File: config.mk
export PLATFORM = sky130hd
export DESIGN_NAME = vtg_pattern
export DESIGN_NICKNAME = d
export VERILOG_FILES = /design/src/rtl/vtg_pattern.sv
export SDC_FILE = /design/constraint.sdc
export NUM_CORES = 1
export LEC_CHECK = 0
export BUFFER_PORTS_ARGS = -buffer_cell sky130_fd_sc_hd__buf_2
export CAP_MARGIN = 20
export CORE_ASPECT_RATIO = 0.8
export CORE_MARGIN = 2
export CORE_UTILIZATION = 40
export CTS_CLUSTER_SIZE = 30
export DETAILED_ROUTE_END_ITERATION = 7
export SLEW_MARGIN = 20
export SYNTH_ARGS = -nofsm -noshare
export SYNTH_HDL_FRONTEND = slang
export SYNTH_SLANG_ARGS = --single-unit
File: constraint.sdc
create_clock -name clk -period 7.01 [get_ports clk]
set_input_delay 1.402 -clock clk [delete_from_list [all_inputs] [get_ports clk]]
set_output_delay 1.402 -clock clk [all_outputs]
set_load 0.05 [all_outputs]
File: src/rtl/vtg_pattern.sv
// ---------------------------------------------------------------------------
// vtg_pattern : video timing generator with built-in test patterns
// rev 1.0
// ---------------------------------------------------------------------------
`default_nettype none

module vtg_pattern #(
    parameter int H_ACTIVE = 800,
    parameter int H_FP     = 40,
    parameter int H_SYNC   = 128,
    parameter int H_BP     = 88,
    parameter int V_ACTIVE = 600,
    parameter int V_FP     = 1,
    parameter int V_SYNC   = 4,
    parameter int V_BP     = 23,
    parameter int HS_POL   = 1,
    parameter int VS_POL   = 1,
    parameter int CW       = 4,
    parameter int NBARS    = 8
) (
    input  logic              clk,
    input  logic              rst_n,
    input  logic              pix_en,
    input  logic [1:0]        mode,
    input  logic [3*CW-1:0]   solid_rgb,
    output logic              hsync,
    output logic              vsync,
    output logic              de,
    output logic [CW-1:0]     red,
    output logic [CW-1:0]     green,
    output logic [CW-1:0]     blue,
    output logic [11:0]       x,
    output logic [10:0]       y,
    output logic              sof
);

    localparam int H_TOTAL = H_ACTIVE + H_FP + H_SYNC + H_BP;
    localparam int V_TOTAL = V_ACTIVE + V_FP + V_SYNC + V_BP;

    localparam logic [11:0] C_H_LAST   = 12'(H_TOTAL - 1);
    localparam logic [10:0] C_V_LAST   = 11'(V_TOTAL - 1);
    localparam logic [11:0] C_H_ACT    = 12'(H_ACTIVE);
    localparam logic [10:0] C_V_ACT    = 11'(V_ACTIVE);
    localparam logic [11:0] C_HS_START = 12'(H_ACTIVE + H_FP);
    localparam logic [11:0] C_HS_END   = 12'(H_ACTIVE + H_FP + H_SYNC);
    localparam logic [10:0] C_VS_START = 11'(V_ACTIVE + V_FP);
    localparam logic [10:0] C_VS_END   = 11'(V_ACTIVE + V_FP + V_SYNC);
    localparam logic [11:0] C_BW_LAST  = 12'(H_ACTIVE / NBARS - 1);
    localparam logic [11:0] C_BAR_LAST = 12'(NBARS - 1);
    localparam logic        C_HS_ACT   = 1'(HS_POL);
    localparam logic        C_VS_ACT   = 1'(VS_POL);

    logic [11:0]      hcnt_q, hcnt_d;
    logic [10:0]      vcnt_q, vcnt_d;
    logic [11:0]      bar_q, bar_d;
    logic [11:0]      bpos_q, bpos_d;
    logic [1:0]       mode_q, mode_d;
    logic [3*CW-1:0]  solid_q, solid_d;
    logic             hs_q, hs_d, vs_q, vs_d, de_q, de_d, sof_q, sof_d;
    logic [3*CW-1:0]  rgb_q, rgb_d;
    logic [11:0]      x_q, x_d;
    logic [10:0]      y_q, y_d;

    logic             h_wrap, frame_start, active;
    logic [2:0]       bar_code;

    always_comb begin
        h_wrap      = (hcnt_q == C_H_LAST);
        frame_start = (hcnt_q == 12'd0) && (vcnt_q == 11'd0);
        active      = (hcnt_q < C_H_ACT) && (vcnt_q < C_V_ACT);

        hcnt_d = hcnt_q + 12'd1;
        vcnt_d = vcnt_q;
        if (h_wrap) begin
            hcnt_d = 12'd0;
            vcnt_d = (vcnt_q == C_V_LAST) ? 11'd0 : vcnt_q + 11'd1;
        end

        // Bar tracking: the last bar never advances, so remainder pixels widen it.
        bar_d  = bar_q;
        bpos_d = bpos_q;
        if (h_wrap) begin
            bar_d  = 12'd0;
            bpos_d = 12'd0;
        end else if (bar_q != C_BAR_LAST) begin
            if (bpos_q == C_BW_LAST) begin
                bar_d  = bar_q + 12'd1;
                bpos_d = 12'd0;
            end else begin
                bpos_d = bpos_q + 12'd1;
            end
        end

        // The frame's first pixel already uses the freshly sampled selection.
        mode_d  = frame_start ? mode      : mode_q;
        solid_d = frame_start ? solid_rgb : solid_q;

        hs_d  = (hcnt_q >= C_HS_START && hcnt_q < C_HS_END) ? C_HS_ACT : ~C_HS_ACT;
        vs_d  = (vcnt_q >= C_VS_START && vcnt_q < C_VS_END) ? C_VS_ACT : ~C_VS_ACT;
        de_d  = active;
        sof_d = frame_start;
        x_d   = active ? hcnt_q : x_q;
        y_d   = active ? vcnt_q : y_q;

        bar_code = ~bar_q[2:0];
        rgb_d    = '0;
        if (active) begin
            case (mode_d)
                2'd0:    rgb_d = {{CW{bar_code[2]}}, {CW{bar_code[1]}}, {CW{bar_code[0]}}};
                2'd1:    rgb_d = (hcnt_q[4] ^ vcnt_q[4]) ? {3*CW{1'b1}} : '0;
                2'd2:    rgb_d = {3{hcnt_q[CW+3:4]}};
                default: rgb_d = solid_d;
            endcase
        end
    end

    always_ff @(posedge clk or negedge rst_n) begin
        if (!rst_n) begin
            hcnt_q  <= '0;
            vcnt_q  <= '0;
            bar_q   <= '0;
            bpos_q  <= '0;
            mode_q  <= '0;
            solid_q <= '0;
            hs_q    <= ~C_HS_ACT;
            vs_q    <= ~C_VS_ACT;
            de_q    <= 1'b0;
            sof_q   <= 1'b0;
            rgb_q   <= '0;
            x_q     <= '0;
            y_q     <= '0;
        end else if (pix_en) begin
            hcnt_q  <= hcnt_d;
            vcnt_q  <= vcnt_d;
            bar_q   <= bar_d;
            bpos_q  <= bpos_d;
            mode_q  <= mode_d;
            solid_q <= solid_d;
            hs_q    <= hs_d;
            vs_q    <= vs_d;
            de_q    <= de_d;
            sof_q   <= sof_d;
            rgb_q   <= rgb_d;
            x_q     <= x_d;
            y_q     <= y_d;
        end
    end

    assign hsync = hs_q;
    assign vsync = vs_q;
    assign de    = de_q;
    assign sof   = sof_q;
    assign red   = rgb_q[3*CW-1:2*CW];
    assign green = rgb_q[2*CW-1:CW];
    assign blue  = rgb_q[CW-1:0];
    assign x     = x_q;
    assign y     = y_q;

endmodule

`default_nettype wire

==> run metrics, run 1 <==
clock slew at reported path FFs=70 ps; Worst-Margin Slew=983.2 ps; crit-path cells=buf_2, clkinv_1, a31oi_1, nor2_1, nor4_1, xnor2_1, nor2_1; initial antenna violation count=0; grt ovf=0; post-route minimum period=3507 ps; row count=36; dpl hpwl=7450 um; post-cts sizing count=0; GRT Util Overall=17.36%; CP endpoint kind=register; Num Clock Sinks=100; hold_sp=y[3]; CP required=7240 ps; Hold Crit Class=reg2reg; status=completed; Core ar.=0.01212 mm2; PwrDens=260.4 mW/mm2; DRT Pass-1 Iters=4; CP bufs+invs=2; Yosys cell types=47; slew margin rel.=34.45%; first-pass GRT wire length=18,070 um; Most used DFF post-synth=dfrtp_1; pre-CTS setup slack=3130 ps; largest cells by area after synthesis=dfrtp_1, nand2_1, o21ai_0; Reg2Reg Launch Point=hcnt_q[7]; CP max FO=17; vias in the first global route=3,625; worst vdd ir=0.0001126 V; antenna diode count=0; Post-Syn Instances=518; largest net degree at the start of global routing=55; Synth Area per Inst=9.512 um2; fraction of the yosys area taken by sequential cells=50.79%; die area=0.01323 mm2; area leader, netlist=dfrtp_1; top-area cell type share of the netlist area=50.79%; instance count on the critical path=7; post-synth net total=542; synth warn=0; max frequency=285.1 MHz; 1st-iter DRT viols=216; Vias=3,864; Top delay family on crit path=simple AND/OR/NAND/NOR gates; final wirelength=10,800 um; async set-or-reset flop fraction in the synthesized netlist=100.0%; Die Y=103.3 um; Worst R2R Path Depth=5; critical path startpoint=pix_en; Post-Synthesis Cell Area=0.004927 mm2; DRC=0; Worst Hold Path EP=y[3]; Final GP Congestion=0.8174; max incr delay on CP=660 ps; crit path DAT=3740 ps; Final Power=0.001449 W; Seq cells post-synth=100; Final Hold Vio Count=0; Final Worst Setup Slack=3503 ps; layout cell share with drive strength beyond 1=16.87%; crit path launch type=input port; DR WL/cell=15.10 um; Clock Skew=11.07 ps; CP max-delay cell=a31oi_1; Hold Buf Count CTS=0; final std cells w/o fill=715; final setup fails=0; Final ANT Viol Nets=0; TritonCTS buffer count=9; max-cap violations=0; PortBufs=55; Initial Util=40.67%; io pins=56; most frequent cell after synthesis=dfrtp_1; RSZ-0062 raised after global routing=false; Final Cycle Share=50.03%; TNS Setup=0 ps; fin. max-slew vios=0; clk buf depth=2; H-tree Lvls=3; Leakage Power=2.550 nW; top post-synthesis cells by count=dfrtp_1, nand2_1, nor2_1, o21ai_0, xnor2_1; Nets=582; Hold Crit Depth=2; root buf cell=clkbuf_16; DIE WIDTH=128.1 um; Most common cell on crit path=nor2_1; worst r2r dst=rgb_q[8]; reg2reg setup slack=4140 ps; clock latency at the later pin of the worst-skew pair=350 ps; Post-Route Utilization=45.91%; Inst Count DP=699; area grow syn2layout=12.90%; WS Path Type=in2reg; Vias per Instance=5.404; CTS tree=built; number of enable flip-flop cells after synthesis=0; Setup Fix Bufs, Post-CTS=0
-- routing by layer --
layer | GRT usage (%) | wire length, um
met3 | 4.064 | 413
met1 | 24.80 | 5424
met2 | 25.87 | 4771
met5 | 0 | 0
met4 | 6.593 | 187
-- how the worst max path moves through the flow --
stage                       to  slack, ps
finish              bpos_q[10]       3500
global route        bpos_q[10]       3210
CTS                 bpos_q[10]       3510
detailed placement  bpos_q[10]       3130
global placement    bpos_q[10]       3320
floorplan             bar_q[7]       4120
-- sequential cells by signal, indices dropped and copies added, names as in the netlist, 2 cells and up --
name / count
bpos_q: 12
hcnt_q: 12
vcnt_q: 11
bar_q: 12
x: 12
mode_q: 2
y: 11
solid_q: 12
rgb_q: 12
-- final cells by class --
type | count | area, um2
flip-flops and latches | 100 | 2502
well taps | 152 | 190.2
inverters | 14 | 52.55
fillers | 1143 | 6554
clock inverters | 6 | 56.30
multi-input cells | 376 | 2240
clock buffers | 10 | 229.0
repair buffers | 57 | 292.8
-- stage by stage --
stage                     instance area, um2  hold WS [ps]
final                                   5563         471.6
after global routing                    5563         494.2
after CTS                               5557         477.1
after detailed placement                5271         458.7
after global placement                  5271         454.8
after floorplan                         4927         459.4
-- placed cells by master, fill, tap and decap left out, types with 4 or more instances in the layout --
| cell | instances |
|---|---|
| nand3_1 | 20 |
| o2bb2ai_1 | 13 |
| o21ai_0 | 45 |
| nand4_1 | 12 |
| clkbuf_16 | 9 |
| nor4_2 | 4 |
| inv_1 | 13 |
| ha_1 | 7 |
| or4_4 | 4 |
| dfrtp_1 | 100 |
| and3_1 | 9 |
| nor2_1 | 54 |
| nand2_1 | 92 |
| and2_1 | 4 |
| nor4_1 | 4 |
| o311ai_0 | 12 |
| xnor2_1 | 22 |
| or3_1 | 9 |
| mux2_2 | 6 |
| buf_2 | 54 |
| a21oi_1 | 10 |
| mux2_1 | 9 |
| nor3_1 | 9 |
-- worst reg2reg max path, stage by stage (launching register included) --
cell	delay (ps)
dfrtp_1	490
or4_4	610
or4_4	480
or2_1	500
o311ai_0	530
o2bb2ai_1	130
-- power by group --
group,internal [W],total (W),leakage (nW),switching (W)
Combinational,0.0000786,0.000264,1.13,0.000185
Clock,0.000248,0.000481,0.137,0.000233
Sequential,0.000636,0.000704,1.29,0.0000683
Total,0.000962,0.00145,2.55,0.000486
-- cell families after synthesis --
logic type / after synthesis / share of synthesized area [%]
adder cells (fa/ha/maj): 7 / 1.777
multiplexers: 16 / 3.631
buffers and inverters: 42 / 3.885
flip-flops: 100 / 50.79
XOR/XNOR: 25 / 4.444
AO/OA/AOI/OAI: 93 / 12.32
AND/OR/NAND/NOR: 235 / 23.16
Power figures use the tool's default switching activity.
==> inputs of run 2 (changes only) <==
Settings changed: ABC_AREA from default to 1.
Clock period 7.01 ns to 3.6 ns, I/O delays scaled along.
==> run 2 against run 1 <==
  * Die area increased by 12%
  * Largest power group unchanged
  * Critical path depth increased by 4
  * Sequential share of layout area decreased by 4.8 points
  * Sequential power increased by 93%
  * Routed wire length increased by 21%
  * Highest routed layer unchanged
==> run metrics, run 2 <==
commonest cells after routing, fill and taps aside=nand2_1, dfrtp_1, inv_1, nand3_1, o21ai_0; clock latency at the later pin of the worst-skew pair=350 ps; top-area cell type share of the netlist area=45.24%; die area=0.01479 mm2; Worst R2R Path Depth=11; DRC=0; post-synth net total=735; io pins=56; most frequent cell after synthesis=nand2_1; dpl hpwl=9703 um; Setup Fix Bufs, Post-CTS=0; DR WL/cell=13.88 um; Final Hold Vio Count=0; synth warn=0; Reg2Reg Launch Point=vcnt_q[0]; Die Y=109.2 um; Nets=781; TNS Setup=0 ps; Initial Util=40.82%; fraction of the yosys area taken by sequential cells=45.24%; RSZ-0062 raised after global routing=false; antenna diode count=0; CTS tree=built; reg2reg setup slack=940 ps; max-cap violations=0; DRT Pass-1 Iters=5; Hold Crit Class=in2async; CP endpoint kind=register; TritonCTS buffer count=9; Num Clock Sinks=100; fin area=0.006222 mm2; Final ANT Viol Nets=0; root buf cell=clkbuf_16; crit path launch type=register; Final GP Congestion=0.9277; row count=38; top post-synthesis cells by count=nand2_1, dfrtp_1, inv_1, nand3_1, o21ai_0; number of enable flip-flop cells after synthesis=0; area grow syn2layout=12.49%; GRT Util Overall=19.12%; largest cells by area after synthesis=dfrtp_1, nand2_1, inv_1; Post-Synthesis Cell Area=0.005532 mm2; PortBufs=55; initial antenna violation count=0; max frequency=376.4 MHz; most common cell after layout, fill and taps aside=nand2_1; CP max FO=17; Yosys cell types=42; clock slew at reported path FFs=70 ps; grt ovf=0; crit path DAT=2880 ps; DIE WIDTH=135.5 um; worst r2r dst=rgb_q[8]; PwrDens=447.6 mW/mm2; Worst-Margin Slew=859.4 ps; layout cell share with drive strength beyond 1=15.09%; critical path startpoint=vcnt_q[0]; Leakage Power=3.188 nW; Vias=4,753; post-route minimum period=2657 ps; area of placed instances=0.005931 mm2; post-cts sizing count=0; CP required=3820 ps; Vias per Instance=5.046; vias in the first global route=4,501; fin. max-slew vios=0; area leader, netlist=dfrtp_1; Core ar.=0.01355 mm2; Final Cycle Share=73.80%; largest net degree at the start of global routing=67; worst vdd ir=0.0002293 V; Post-Syn Instances=711; 1st-iter DRT viols=260; Clock Skew=5.971 ps; final wirelength=13,080 um; H-tree Lvls=3; Most used DFF post-synth=dfrtp_1; WS Path Type=reg2reg; clk buf depth=2; status=completed; Hold Buf Count CTS=0; Seq cells post-synth=100; Synth Area per Inst=7.780 um2; slew margin rel.=42.71%; async set-or-reset flop fraction in the synthesized netlist=100.0%; first-pass GRT wire length=22,330 um; critical path capture point=rgb_q[8]; final setup fails=0
==> run 2: changes by cell type after synthesis, moves of 12 or more <==
| cell | before | now |
|---|---|---|
| nand3_1 | 20 | 59 |
| xnor2_1 | 22 | 2 |
| inv_1 | 13 | 86 |
| xor2_1 | 3 | 20 |
| o21ai_1 | 0 | 19 |
| nor3_1 | 9 | 26 |
| nand2_1 | 92 | 176 |
| o311ai_0 | 12 | 0 |
| o2bb2ai_1 | 13 | 0 |
| clkbuf_1 | 20 | 8 |
==> run 2: critical path, cell delays in order, from the launching register on <==
cell     delay (ps)
dfrtp_1         420
inv_1           150
ha_1            230
nand3_1         110
nor2_1          230
nand3_1         390
nand2_1         190
nand2_2         210
nand2_1         170
nand2_1         120
o21ai_0         240
nand2_1          80
==> run 2: worst min-delay path by stage <==
stage              start    endpoint  slack [ps]  cells after the start
5_1_grt              sof         sof         510                      2
4_1_cts               de          de         480                      2
6_report           rst_n  solid_q[4]         480                      1
2_1_floorplan      rst_n    bar_q[0]         420                      0
3_5_place_dp          de          de         470                      2
3_3_place_gp   rgb_q[11]   rgb_q[11]         460                      2
==> run 2: logic make-up (layout without fill, tap and decap cells) <==
group | Yosys count | count (layout) | share of synthesized area [%]
AOI/OAI and AO/OA | 104 | 104 | 10.65
DFF | 100 | 100 | 45.24
xor gates and xnor gates | 22 | 22 | 3.483
and+or+nand+nor | 363 | 363 | 30.31
adders and majority gates | 7 | 7 | 1.583
buffers and inverters | 115 | 166 | 8.731
==> run 2: power breakdown <==
group          internal, W  switching, W
registers          0.00121      0.000143
logic             0.000134      0.000320
clock network     0.000541      0.000434
==> run 2: layout make-up <==
cell class / count / area (um2)
Sequential cell: 100 / 2502
Tap cell: 180 / 225.2
Clock buffer: 10 / 229.0
Multi-Input combinational cell: 496 / 2546
Timing Repair Buffer: 57 / 305.3
Fill cell: 1369 / 7328
Clock inverter: 6 / 62.56
Inverter: 93 / 351.6
==> run 2: stage by stage <==
step	power, W	instances	hold WS, ps	setup WS, ps	util (%)
final	0.002785	942	476.6	943.3	45.92
after global routing	0.002940	942	510.3	682.6	45.92
after floorplan	0.001688	711	424.4	1778	-
after detailed placement	0.001828	926	465.8	986.6	43.77
after CTS	0.002809	942	483.6	992.8	45.92
after global placement	0.001822	926	460.2	1075	43.77
==> run 2: per-layer routing <==
layer | share of wire (%) | GRT usage [%] | up-vias
li1 | - | - | 2409
met1 | 52 | 27.88 | 2206
met2 | 43 | 29.30 | 123
met3 | 4.5 | 3.394 | 15
met4 | 1.4 | 5.357 | 0
met5 | 0 | 0 | -
==> inputs of run 3 (changes only) <==
Clock period 3.6 ns to 2.6 ns, I/O delays scaled along.
==> run 3 against run 2 <==
  * Largest cell class unchanged
  * Global-route usage is 0.083 points lower
  * Via count is 1.2% higher
  * Maximum frequency is 13% higher
  * Clock power is 24% higher
==> run metrics, run 3 (same netlist as run 2, synthesis figures left out) <==
Worst-Margin Slew=762.2 ps; max-cap violations=0; max frequency=425.3 MHz; DIE WIDTH=135.5 um; TritonCTS buffer count=9; pre-CTS setup slack=340.7 ps; root buf cell=clkbuf_16; Nets=787; Int Pwr=0.002524 W; layout cell share with drive strength beyond 1=15.51%; RSZ-0062 raised after global routing=false; Hold Buf Count CTS=0; register area=0.002502 mm2; post-route minimum period=2351 ps; vias in the first global route=4,557; area grow syn2layout=12.73%; io pins=56; die area=0.01479 mm2; Num Clock Sinks=100; Leakage Power=3.186 nW; M1 GR Usage=27.83%; Fillers=1,359; crit-path cells=inv_1, ha_1, nand3_1, nor2_1, nand3_1, nand2_1, nand2_2, nand2_1, nand2_1, o21ai_0, nand2_1; PortBufs=55; CP max-delay cell=dfrtp_1; CP endpoint kind=register; Clock Skew=6.043 ps; Comb pwr share=17.7%; Setup Fix Bufs, Post-CTS=0; met2 GRT Util=29.22%; clock slew at reported path FFs=70 ps; fin. max-slew vios=0; clk buf depth=2; grt peak-use layer=met2; Reg2Reg Launch Point=vcnt_q[0]; grt ovf=0; CP required=2820 ps; Die Y=109.2 um; antenna diode count=0; status=completed; Net Sw Frac=32.36%; Final GP Congestion=0.8953; slew margin rel.=48.71%; row count=38; clock latency at the later pin of the worst-skew pair=340 ps; DRC=0; final setup fails=0; Final ANT Viol Nets=0; largest net degree at the start of global routing=46; crit path launch type=register; H-tree Lvls=3; Most common cell on crit path=nand2_1; most common cell after layout, fill and taps aside=nand2_1; WS Path Type=reg2reg; TNS Setup=0 ps; Flop pwr share=49.8%; CP max FO=17; crit path DAT=2570 ps; 1st-iter DRT viols=377; CTS tree=built; GRT Util Overall=19.03%; final wirelength=13,130 um; DRT Pass-1 Iters=5; Final Worst Setup Slack=248.6 ps; clock share of power=32.5%; commonest cells after routing, fill and taps aside=nand2_1, dfrtp_1, inv_1, nand3_1, o21ai_0; Top delay family on crit path=simple AND/OR/NAND/NOR gates; critical path startpoint=vcnt_q[0]; Hold Crit Class=in2async; first-pass GRT wire length=22,470 um; Final Hold Vio Count=0; initial antenna violation count=0; Fin Hold WS=133.4 ps; dpl hpwl=9813 um; switching power=0.001207 W; Core ar.=0.01355 mm2; M3 GR Usage=3.905%; post-cts sizing count=0; Final Cycle Share=90.44%; Vias=4,810; CP bufs+invs=1; PwrDens=598.3 mW/mm2; multi-input logic area=0.002546 mm2; Vias per Instance=5.079; Initial Util=40.82%; worst vdd ir=0.0004064 V; max incr delay on CP=410 ps; DR WL/cell=13.87 um
-- run 3: area by class of cell --
cell class / instances / share of cell area (%)
tap: 180 / 3.612
clock inverter: 4 / 0.4414
inverter: 93 / 5.638
clock buffer: 11 / 3.732
multi-input combinational: 496 / 40.83
timing repair buffer: 63 / 5.618
sequential: 100 / 40.13
-- run 3: stage by stage --
| step | instances | power [W] | area (um2) | util [%] |
|---|---|---|---|---|
| final | 947 | 0.003731 | 6236 | 46.02 |
| after global routing | 947 | 0.003937 | 6236 | 46.02 |
| after CTS | 947 | 0.003774 | 6236 | 46.02 |
| after detailed placement | 932 | 0.002541 | 5976 | 44.10 |
| after global placement | 932 | 0.002530 | 5976 | 44.10 |
| after floorplan | 711 | 0.002337 | 5532 | - |
-- run 3: power groups by stage --
stage | registers [W] | clock network (W) | logic [W]
global route | 0.00188 | 0.00131 | 0.000743
finish | 0.00186 | 0.00121 | 0.000659
floorplan | 0.00190 | 0 | 0.000441
detailed placement | 0.00189 | 0 | 0.000655
global placement | 0.00188 | 0 | 0.000647
CTS | 0.00185 | 0.00126 | 0.000660
-- run 3: layer usage --
metal	vias up	part of all wire, %
li1	2415	-
met3	10	5.3
met2	131	43
met1	2254	51
met4	0	0.99
met5	-	0
-- run 3: worst paths after layout --
path                               to  slack, ps  depth (start not counted)
max reg2reg                  rgb_q[1]        250                         11
min reg2reg                      y[7]        480                          2
max in group asynchronous    rgb_q[5]       1760                          2
min in group clk                 y[7]        480                          2
max                          rgb_q[1]        250                         11
min                        solid_q[8]        130                          1
